## src/rtl/param_stack_pkg.sv

```systemverilog
// Shared types for the parametrised LIFO stack.
// Op encoding is {push, pop}; entry mux selects for stack_entry.
package param_stack_pkg;

  typedef enum logic [1:0] {
    OP_NOP  = 2'b00,
    OP_POP  = 2'b01,
    OP_PUSH = 2'b10,
    OP_REPL = 2'b11
  } stack_op_t;

  typedef enum logic [1:0] {
    SEL_HOLD  = 2'b00,
    SEL_ABOVE = 2'b01,
    SEL_BELOW = 2'b10,
    SEL_DIN   = 2'b11
  } entry_sel_t;

  function automatic int calc_cnt_w(input int depth);
    return $clog2(depth + 1);
  endfunction

endpackage

```

## src/rtl/stack_entry.sv

```systemverilog
// One stack slot: WIDTH-bit register with sync clear
// and a hold / from-above / from-below / din mux.
module stack_entry
  import param_stack_pkg::*;
#(
  parameter int WIDTH = 8
) (
  input  logic             ck,
  input  logic             rst,
  input  entry_sel_t       sel,
  input  logic [WIDTH-1:0] from_above,
  input  logic [WIDTH-1:0] from_below,
  input  logic [WIDTH-1:0] din,
  output logic [WIDTH-1:0] q
);

  always_ff @(posedge ck) begin
    if (rst) begin
      q <= '0;
    end else begin
      unique case (sel)
        SEL_HOLD:  q <= q;
        SEL_ABOVE: q <= from_above;
        SEL_BELOW: q <= from_below;
        SEL_DIN:   q <= din;
        default:   q <= q;
      endcase
    end
  end

endmodule

```

## src/rtl/param_stack.sv

```systemverilog
// Parametrised shift-register LIFO; entry 0 is the top.
// Owns occupancy count and sticky ovf/unf flags.
module param_stack
  import param_stack_pkg::*;
#(
  parameter int WIDTH = 8,
  parameter int DEPTH = 4,
  parameter int CNT_W = calc_cnt_w(DEPTH)
) (
  input  logic             ck,
  input  logic             rst,
  input  logic             push,
  input  logic             pop,
  input  logic [WIDTH-1:0] din,
  input  logic             err_clr,
  output logic [WIDTH-1:0] top,
  output logic [CNT_W-1:0] count,
  output logic             empty,
  output logic             full,
  output logic             ovf,
  output logic             unf
);

  localparam logic [CNT_W-1:0] CNT_MAX = CNT_W'(DEPTH);
  localparam logic [CNT_W-1:0] CNT_ONE = CNT_W'(1);

  stack_op_t        op;
  entry_sel_t       sel [DEPTH];
  logic [WIDTH-1:0] e   [DEPTH];

  assign op    = stack_op_t'({push, pop});
  assign top   = e[0];
  assign empty = (count == '0);
  assign full  = (count == CNT_MAX);

  always_comb begin
    for (int k = 0; k < DEPTH; k++) begin
      sel[k] = SEL_HOLD;
      unique case (op)
        OP_PUSH: sel[k] = (k == 0) ? SEL_DIN : SEL_ABOVE;
        OP_POP:  sel[k] = empty ? SEL_HOLD : SEL_BELOW;
        OP_REPL: sel[k] = (k == 0) ? SEL_DIN : SEL_HOLD;
        default: sel[k] = SEL_HOLD;
      endcase
    end
  end

  for (genvar k = 0; k < DEPTH; k++) begin : g_ent
    logic [WIDTH-1:0] above;
    logic [WIDTH-1:0] below;

    if (k == 0) begin : g_top
      assign above = '0;
    end else begin : g_mid
      assign above = e[k-1];
    end

    // Bottom slot backfills zeros on pop
    if (k == DEPTH - 1) begin : g_bot
      assign below = '0;
    end else begin : g_up
      assign below = e[k+1];
    end

    stack_entry #(
      .WIDTH(WIDTH)
    ) u_ent (
      .ck        (ck),
      .rst       (rst),
      .sel       (sel[k]),
      .from_above(above),
      .from_below(below),
      .din       (din),
      .q         (e[k])
    );
  end

  always_ff @(posedge ck) begin
    if (rst) begin
      count <= '0;
    end else begin
      unique case (op)
        OP_PUSH: count <= full  ? CNT_MAX : count + CNT_ONE;
        OP_POP:  count <= empty ? '0      : count - CNT_ONE;
        OP_REPL: count <= empty ? CNT_ONE : count;
        default: count <= count;
      endcase
    end
  end

  // Set beats clear when both happen in one cycle
  always_ff @(posedge ck) begin
    if (rst) begin
      ovf <= 1'b0;
      unf <= 1'b0;
    end else begin
      if (op == OP_PUSH && full) begin
        ovf <= 1'b1;
      end else if (err_clr) begin
        ovf <= 1'b0;
      end
      if (op == OP_POP && empty) begin
        unf <= 1'b1;
      end else if (err_clr) begin
        unf <= 1'b0;
      end
    end
  end

endmodule

```

## config.mk

```make
export PLATFORM = sky130hd
export DESIGN_NAME = param_stack
export DESIGN_NICKNAME = d
export VERILOG_FILES = /design/src/rtl/param_stack_pkg.sv /design/src/rtl/stack_entry.sv /design/src/rtl/param_stack.sv
export SDC_FILE = /design/constraint.sdc
export NUM_CORES = 1
export LEC_CHECK = 0
export ABC_AREA = 1
export CAP_MARGIN = 15
export CORE_MARGIN = 1
export CORE_UTILIZATION = 45
export DETAILED_ROUTE_END_ITERATION = 6
export HOLD_SLACK_MARGIN = 0.08
export PLACE_DENSITY_LB_ADDON = 0.2
export SYNTH_ARGS = -nofsm -noshare
export SYNTH_HDL_FRONTEND = slang
export SYNTH_HIERARCHICAL = 1
export SYNTH_SLANG_ARGS = --single-unit
```

## constraint.sdc

```tcl
create_clock -name ck -period 2.3 [get_ports ck]
set_input_delay 0.23 -clock ck [delete_from_list [all_inputs] [get_ports ck]]
set_output_delay 0.23 -clock ck [all_outputs]
set_load 0.03 [all_outputs]
```

### Yosys cells after proc, flatten, opt, wreduce, memory -nomap -nowiden

Cells that the tools add are included.

* flip-flop bits (word level): 37
* input bits: 13
* latch bits: 0
* memory bits (writable): 0
* memories kept: 0
* ROM bits: 0
* output and inout bits: 15

* add/subtract/negate cells: 2
* bitwise operators: 0
* $lt $le $gt $ge: 0
* divide/modulo/power cells: 0
* reductions and logical operators: 10
* mux-type cells: 14
* shifts and indexed selects: 0
* equal/unequal tests: 11
* multiply operators: 0

Operators with widths (count)
* 8-bit case mux with 3 select lines: 4
* 2-bit == test, second input constant: 6
* 3-bit 2-to-1 mux: 3
* 3-bit case mux with 3 select lines: 1
* 2-bit case mux with 2 select lines: 2
* 2-bit by 1-bit == test with 1-bit output, second input constant: 3
* 2-bit logical NOT: 2
* 2-bit nonzero test: 2
* 3-bit by 1-bit adder with 3-bit output, second input constant: 1
* 3-bit == test, second input constant: 1
* 3-bit logical NOT: 1
* 1-bit 2-to-1 mux: 3
* 3-bit nonzero test: 1
* 3-bit by 1-bit subtractor with 3-bit output, second input constant: 1
* 1-bit logical AND: 2
* 2-bit 2-to-1 mux: 1
* 2-bit != test, second input constant: 1
* 2-bit AND reduction: 1
* 2-bit OR reduction: 1

### Logic depth before layout (Yosys ltp)

Gate-level depths: netlist (run 1).

* depth in word-level cells: 5
* gate-level depth with buffers: 11

### By module

Netlist (run 1), hierarchy kept.

By module, submodules not included
* stack_entry: area each 558.0 sq um, times used 4, cells each 80, seq. area each 160.2 sq um
* param_stack: area each 400.4 sq um, times used 1, cells each 68, seq. area each 100.1 sq um

### Worst setup path before layout (run 1)

OpenSTA, ideal clock, no wires.

* path kind: reg2reg
* start: register count[0]
* end: register g_ent[0].u_ent.q[0]
* slack: 0.394 ns
* arrival: 1.789 ns
* path buffers: 2
* cell stages (with the launch flop): 11
* data required time: 2.183 ns
* cells stage by stage: dfxtp_1 inv_1 ha_1 inv_1 nor2_4 o21ai_0 buf_6 buf_12 a21oi_2 nor2_1 nor2_1

RTL lines
* start, declared: line param_stack.sv:17 `output logic [CNT_W-1:0] count,`
* start signal, assigned: line param_stack.sv:83 `OP_PUSH: count <= full ? CNT_MAX : count + CNT_ONE;`
* start signal, assigned: line param_stack.sv:84 `OP_POP: count <= empty ? '0 : count - CNT_ONE;`
* start signal, assigned: line param_stack.sv:85 `OP_REPL: count <= empty ? CNT_ONE : count;`
* end signal, assigned: line stack_entry.sv:22 `SEL_HOLD: q <= q;`
* end signal, assigned: line stack_entry.sv:23 `SEL_ABOVE: q <= from_above;`
* end signal, assigned: line stack_entry.sv:24 `SEL_BELOW: q <= from_below;`
* end, declared: line stack_entry.sv:14 `output logic [WIDTH-1:0] q`

### Final worst setup path (run 1)

* start: register count[0]
* end: output empty

* cells in the longest elaborated chain, start to end: 1

RTL lines
* 3-bit logical NOT: line param_stack.sv:33 `assign empty = (count == '0);`
* end, declared: line param_stack.sv:18 `output logic empty,`

Every way passes these cells.

==> results by group, run 1 <==
Logic synthesis
  • Share of flip-flops with an asynchronous set or reset: 0
  • Syn. warnings: 6
  • Mapped Area: around 0.0026 mm2
  • Post-synth EDFFs: 0
  • Area share of the largest cell type after synthesis: 0.2814
  • Register bit total from synthesis: 37
  • Synth cell count leaders: nand2_1 (92), nor2_1 (69), inv_1 (52)
  • Gate Count Post-Synth: between 300 and 400
  • Synth area leader: dfxtp_1
  • Yosys cell types: 21
  • Register area share after synthesis: 0.2814
  • Synth area leaders: dfxtp_1 (28%), nand2_1 (13%), a21oi_2 (11%)
  • Most common cell in the synthesized netlist: nand2_1
  • Post-synth top flop: dfxtp_1
  • Synthesized area per cell: a little under 7 um2

Drt
  • Detailed Route WL: approximately 5.5 mm
  • Pre-antenna DRT Iters: 4
  • Routed length per instance: approximately 11 um
  • Via density per instance: approximately 4.8
  • DR DRC count: 0
  • DRT antenna net count: 0
  • Initial DRC count: 97
  • Vias: around 2.4k

STA
  • F_max: 454.6 MHz
  • Fin Clk Skew: around 0.0053 ns
  • Setup WS post-layout: 0.1002 ns
  • Slew Viols, Final: 0
  • Fin. Hold Viols: 0
  • RSZ-0062 raised after global routing: no
  • Finish-stage setup viols: 0
  • Fin Setup TNS: 0 ns
  • Final Cycle Share: 0.9564
  • Minimum clock period: roughly 2.2 ns

Clocking
  • Clk Latency, worst-skew pair: 0.29 ns
  • Hold-fix buffers, CTS: 0
  • Root Driver: clkbuf_8
  • Clk sink count: 37
  • CTS tree: built
  • Longest Clk Path Bufs: 2
  • H-tree depth: 2
  • PostCTS Resize Cnt: 0
  • CTS clk-pin slew, worst paths: ~0.07 ns
  • Setup Fix Bufs, Post-CTS: 0
  • Number of CTS-inserted buffers: 5

GRT
  • Largest net degree at the start of global routing: between 50 and 60
  • Total gr overflow: 0
  • Vias in the first global route: between 2k and 2.5k
  • Initial antenna violation count: 0
  • First-pass GRT wire length: ~9.5 mm
  • GRT Util Overall: 0.1920

Floorplanning
  • Ports: 28
  • Die area: 0.006160 mm2
  • Core footprint: roughly 0.0056 mm2
  • Site Rows: 27
  • Initial Util: 0.4723
  • Die width: ~78 um
  • Die H: 78.49 um

Cells and area
  • Share of layout cells above drive strength 1: 0.1698
  • # fillers: 580
  • # diodes: 0
  • Multi-input gate area: around 0.0015 mm2
  • Cell area after layout: ~0.003 mm2
  • Area delta synth->final: 13.69%
  • Nets@finish: about 450
  • Sequential cell area: approximately 740 um2

Setup path
  • Reg-to-reg endpoint: g_ent[3].u_ent/q[2]
  • Reg-to-Reg Start: count[0]
  • Startpoint Class: flip-flop
  • CP peak stage delay: 0.70 ns
  • Setup CP Type: reg -> out
  • Crit. End Element: output port
  • Worst EP required: roughly 2.1 ns
  • Slowest CP cell: clkdlybuf4s50_1
  • Critical Path Most Common Cell: inv_1
  • Max FO, Critical Path: 5
  • R2R depth: 10
  • Crit path cell chain: inv_1 -> ha_1 -> inv_1 -> nor2_4 -> clkdlybuf4s50_1
  • Buf/Inv on CP: 3
  • Critical path arrival: between 1.5 and 2 ns
  • CP top delay family: buffers and inverters
  • R2r setup slk: ~0.42 ns

Placement
  • Detailed Place HPWL: roughly 4.1 mm
  • Routability congestion estimate: about 0.79
  • I/O Buffers: 27
  • Placed inst area: around 0.0029 mm2
  • Place WS: around 0.36 ns

Power and ir drop
  • Maximum vdd drop: ~0.00030 V
  • PD cells: around 620 mW/mm2
  • Leakage power: around 1.4 nW
  • Total Power: around 1.8 mW

Outcome
  • Outcome: complete, no violations

Worst hold path
  • Hold crit path type: reg -> reg
  • WHS Endpoint: ovf
  • Hold depth: 2
  • HP Start: ovf

Run
  • Max Cap Violations: 0
==> through the flow <==
step	std cells	utilization	hold slack [ns]
2_1_floorplan	403	-	0.2991
3_3_place_gp	495	0.5214	0.4578
3_5_place_dp	495	0.5214	0.4566
4_1_cts	502	0.5369	0.4703
5_1_grt	502	0.5369	0.4839
6_report	502	0.5369	0.4677
==> worst max path at each step <==
stage,from,endpoint,cells after the start
after detailed placement,push,g_ent[1].u_ent/q[1],10
final,count[0],empty,5
after CTS,count[0],empty,5
after global routing,count[0],empty,5
after floorplan,count[0],g_ent[0].u_ent/q[0],10
after global placement,push,g_ent[1].u_ent/q[1],10
==> state kept, by name (all words and copies together), names as in the netlist <==
name / cells
ovf: 1
unf: 1
count: 3
g_ent.u_ent/q: 32
==> report_power, final <==
| part | switching [mW] | internal, mW |
|---|---|---|
| combinational | 0.376 | 0.236 |
| sequential | 0.0528 | 0.709 |
| clock | 0.230 | 0.238 |
| total | 0.659 | 1.18 |
==> layout make-up <==
cell class	instances	share of cell area
clock buffer	7	0.02885
inverter	57	0.07483
multi-input combinational	292	0.4950
sequential	37	0.2475
tap	72	0.03010
timing repair buffer	37	0.1237
==> metal layers <==
metal / GRT usage / up-vias / part of all wire
li1: - / 1267 / -
met1: 0.2152 / 1084 / 0.47
met2: 0.3640 / 36 / 0.49
met3: 0.03256 / 6 / 0.031
met4: 0.06111 / 0 / 0.0087
met5: 0 / - / 0
==> placed cells by master (no fill, tap or decap), drive strengths merged <==
cell,n
dfxtp,37
ha,3
clkdlybuf4s50,27
nand3,34
o21ai,33
nor2,72
nand2,99
inv,57
clkbuf,7
buf,10
a21oi,35
conb,16
==> worst min-delay path: cells and delay by family (launching register included) <==
family          cells  cell delay, ns
flops               1            0.31
simple gates        1            0.06
compound gates      1            0.05
==> cell families after synthesis <==
logic type / after synthesis / share of synthesized area
adders and majority gates: 3 / 0.01426
AOI/OAI and AO/OA: 68 / 0.1749
buffers and inverters: 74 / 0.1816
and+or+nand+nor: 205 / 0.3465
DFF: 37 / 0.2814
other: 1 / 0.001424
Note: power is estimated with default switching activity, not from simulation.
==> run 2, diff against run 1 <==
--- a/config.mk
+++ b/config.mk
@@ -5,9 +5,9 @@
 export SDC_FILE = /design/constraint.sdc
 export NUM_CORES = 1
 export LEC_CHECK = 0
-export ABC_AREA = 1
+export ABC_AREA = 0
 export CAP_MARGIN = 15
-export CORE_MARGIN = 1
+export CORE_MARGIN = 2
 export CORE_UTILIZATION = 45
 export DETAILED_ROUTE_END_ITERATION = 6
 export HOLD_SLACK_MARGIN = 0.08
==> results by group, run 2 <==
Cells and area
  • Commonest non-fill, non-tap cells in the layout: mux2i_1 (64), dfxtp_1 (37), o22ai_1 (33), clkdlybuf4s50_1 (27), conb_1 (16)
  • Fin util: 0.5569
  • # diodes: 0
  • Biggest regs: g_ent.u_ent/q x32, count x3
  • Commonest non-fill, non-tap cell in the layout: mux2i_1
  • Nets@finish: 246
  • Area delta synth->final: 18.68%
  • Max reg flops: 32
  • Reg with most FFs: g_ent.u_ent/q
  • Share of layout cells above drive strength 1: 0.06522

Floorplanning
  • Ports: 28
  • Die area: between 0.005 and 0.006 mm2
  • Site Rows: 24
  • Die width: about 70 um
  • Core footprint: roughly 0.0044 mm2
  • Die H: 71.38 um
  • Initial Util: 0.4693

Clocking
  • Setup Fix Bufs, Post-CTS: 0
  • Clk sink count: 37
  • Number of CTS-inserted buffers: 5
  • Hold-fix buffers, CTS: 0
  • Longest Clk Path Bufs: 2
  • CTS clk-pin slew, worst paths: ~0.070 ns
  • Clk Latency, worst-skew pair: around 0.28 ns
  • Root Driver: clkbuf_8
  • H-tree depth: 2
  • CTS tree: built
  • PostCTS Resize Cnt: 0

Drt
  • Pre-antenna DRT Iters: 4
  • DR DRC count: 0
  • Routed length per instance: roughly 14 um
  • DRT antenna net count: 0
  • Via density per instance: between 5 and 6
  • Initial DRC count: 90
  • Vias: roughly 1.5k
  • Detailed Route WL: 4.057 mm

GRT
  • Largest net degree at the start of global routing: 19
  • GR Util met3: 0.04782
  • Vias in the first global route: 1,362
  • GR Layer Usage met2: 0.2716
  • Grt met1 use: 0.2140
  • Global routing's busiest layer: met2
  • First-pass GRT wire length: 6.658 mm
  • Initial antenna violation count: 0
  • GRT Util Overall: 0.1646
  • Total gr overflow: 0

Setup path
  • CP peak stage delay: around 0.68 ns
  • Worst EP required: between 2 and 2.5 ns
  • Critical Path Most Common Cell: inv_1
  • Startpoint Class: flip-flop
  • Crit. End Element: output port
  • Slowest CP cell: clkdlybuf4s50_1
  • CP top delay family: buffers and inverters
  • Critical path arrival: 1.87 ns
  • Setup CP Type: reg -> out
  • Max FO, Critical Path: 5
  • Buf/Inv on CP: 3
  • Crit path cell chain: inv_1 -> ha_1 -> nand2b_1 -> inv_1 -> clkdlybuf4s50_1

Logic synthesis
  • Largest family of logic cells by synthesized area: multiplexers
  • Synth cell count leaders: mux2i_1 (64), dfxtp_1 (37), o22ai_1 (33)
  • Synth area leader: dfxtp_1
  • Post-synth EDFFs: 0
  • Syn. warnings: 6
  • Compound-Gate Fraction of Synth Area: 0.1415
  • Yosys cell types: 27
  • Share of flip-flops with an asynchronous set or reset: 0
  • Gate Count Post-Synth: 195
  • Most common cell in the synthesized netlist: mux2i_1
  • Post-Synth XOR/XNOR Area: 0
  • Register bit total from synthesis: 37
  • Synth Area in Adders: 0.01837
  • Post-synthesis mux area share: 0.3190
  • Post-synth top flop: dfxtp_1
  • Register area share after synthesis: 0.3625
  • Area share of the largest cell type after synthesis: 0.3625
  • Synthesized area per cell: approximately 10 um2
  • Simple-gate share of the synthesized area: 0.06124
  • Synth area leaders: dfxtp_1 (36%), mux2i_1 (31%), o22ai_1 (10%)
  • Mapped Area: 0.002043 mm2

STA
  • Setup WS post-layout: between 0.2 and 0.25 ns
  • Fin Setup TNS: 0 ns
  • Minimum clock period: 2.096 ns
  • Fin Clk Skew: between 0.01 and 0.015 ns
  • F_max: 477.0 MHz
  • Finish-stage setup viols: 0
  • Fin. Hold Viols: 0
  • RSZ-0062 raised after global routing: no
  • Slew Viols, Final: 0
  • Final Cycle Share: 0.9115

Power and ir drop
  • PD cells: 646.4 mW/mm2
  • P_int: around 1.1 mW
  • Clk pwr share: 0.344
  • Sw Pwr: about 0.43 mW
  • Seq pwr share: 0.446
  • Maximum vdd drop: about 0.00037 V
  • Combinational share of power: 0.210
  • Leakage power: between 0.9 and 1 nW
  • Switching Fraction: 0.2741

Placement
  • Routability congestion estimate: between 0.7 and 0.8
  • I/O Buffers: 27
  • Detailed Place HPWL: ~2.8 mm
  • Place WS: 0.4041 ns

Run
  • Max Cap Violations: 0

Worst hold path
  • Hold crit path type: reg -> reg

Outcome
  • Outcome: complete, no violations
[run 2: cell types whose count changed after synthesis, moves of 8 or more]
cell / before / now
o21ai_1: 12 / 0
a21oi_2: 32 / 0
nand3_1: 26 / 1
nand3_2: 8 / 0
o21ai_0: 21 / 1
inv_1: 52 / 5
o22ai_1: 0 / 33
nand2_1: 92 / 1
mux2i_1: 0 / 64
nor2_1: 69 / 5
[run 2: routing by layer]
metal / vias up / wire length (um)
li1: 774 / -
met2: 22 / 1902
met5: - / 0
met3: 2 / 122
met4: 0 / 17
met1: 684 / 2016
[run 2: worst register-to-register path, stage by stage (launching register included)]
cell      delay, ns
dfxtp_1        0.40
inv_1          0.08
ha_1           0.25
nand2b_1       0.14
nand2_1        0.08
nor2_1         0.26
or2_1          0.37
o22ai_1        0.14
[run 2: stage by stage]
step	hold WS [ns]	area (um2)	total power, mW	cells
2_1_floorplan	0.2962	2100	0.9503	210
3_3_place_gp	0.5039	2321	1.040	275
3_5_place_dp	0.5076	2321	1.042	275
4_1_cts	0.5234	2425	1.582	282
5_1_grt	0.5508	2425	1.639	282
6_report	0.5225	2425	1.567	282
[run 2: power groups by stage]
stage | Sequential, mW | Clock, mW | Combinational (mW)
2_1_floorplan | 0.742 | 0 | 0.208
3_3_place_gp | 0.712 | 0 | 0.328
3_5_place_dp | 0.713 | 0 | 0.329
4_1_cts | 0.698 | 0.553 | 0.331
5_1_grt | 0.702 | 0.580 | 0.358
6_report | 0.698 | 0.540 | 0.329
[run 2: final timing paths]
check	startpoint	end	slack, ns	cells past startpoint
max	count[0]	empty	0.20	5
min	ovf	ovf	0.52	2
min reg2reg	ovf	ovf	0.52	2
max reg2reg	count[0]	g_ent[2].u_ent/q[0]	0.44	7
[run 2: cells by family after synthesis]
| family | Yosys count |
|---|---|
| compound gates | 44 |
| mux | 65 |
| flops | 37 |
| simple gates | 22 |
| other cells | 1 |
| buf+inv | 23 |
| fa+ha+maj | 3 |
[run 2: cell type report]
cell class | instances | area [um2]
Clock buffer | 5 | 68.82
Fill cell | 402 | 1929
Inverter | 5 | 18.77
Clock inverter | 2 | 35.03
Multi-Input combinational cell | 150 | 1171
Sequential cell | 37 | 740.7
Tap cell | 52 | 65.06
Timing Repair Buffer | 31 | 325.3
==> run 3, diff against run 2 <==
--- a/config.mk
+++ b/config.mk
@@ -10,7 +10,7 @@
 export CORE_MARGIN = 2
 export CORE_UTILIZATION = 45
 export DETAILED_ROUTE_END_ITERATION = 6
-export HOLD_SLACK_MARGIN = 0.08
+export HOLD_SLACK_MARGIN = 0.03
 export PLACE_DENSITY_LB_ADDON = 0.2
 export SYNTH_ARGS = -nofsm -noshare
 export SYNTH_HDL_FRONTEND = slang
==> results of run 3 <==
No change in the layout: final DEF, timing and power equal those of run 2.
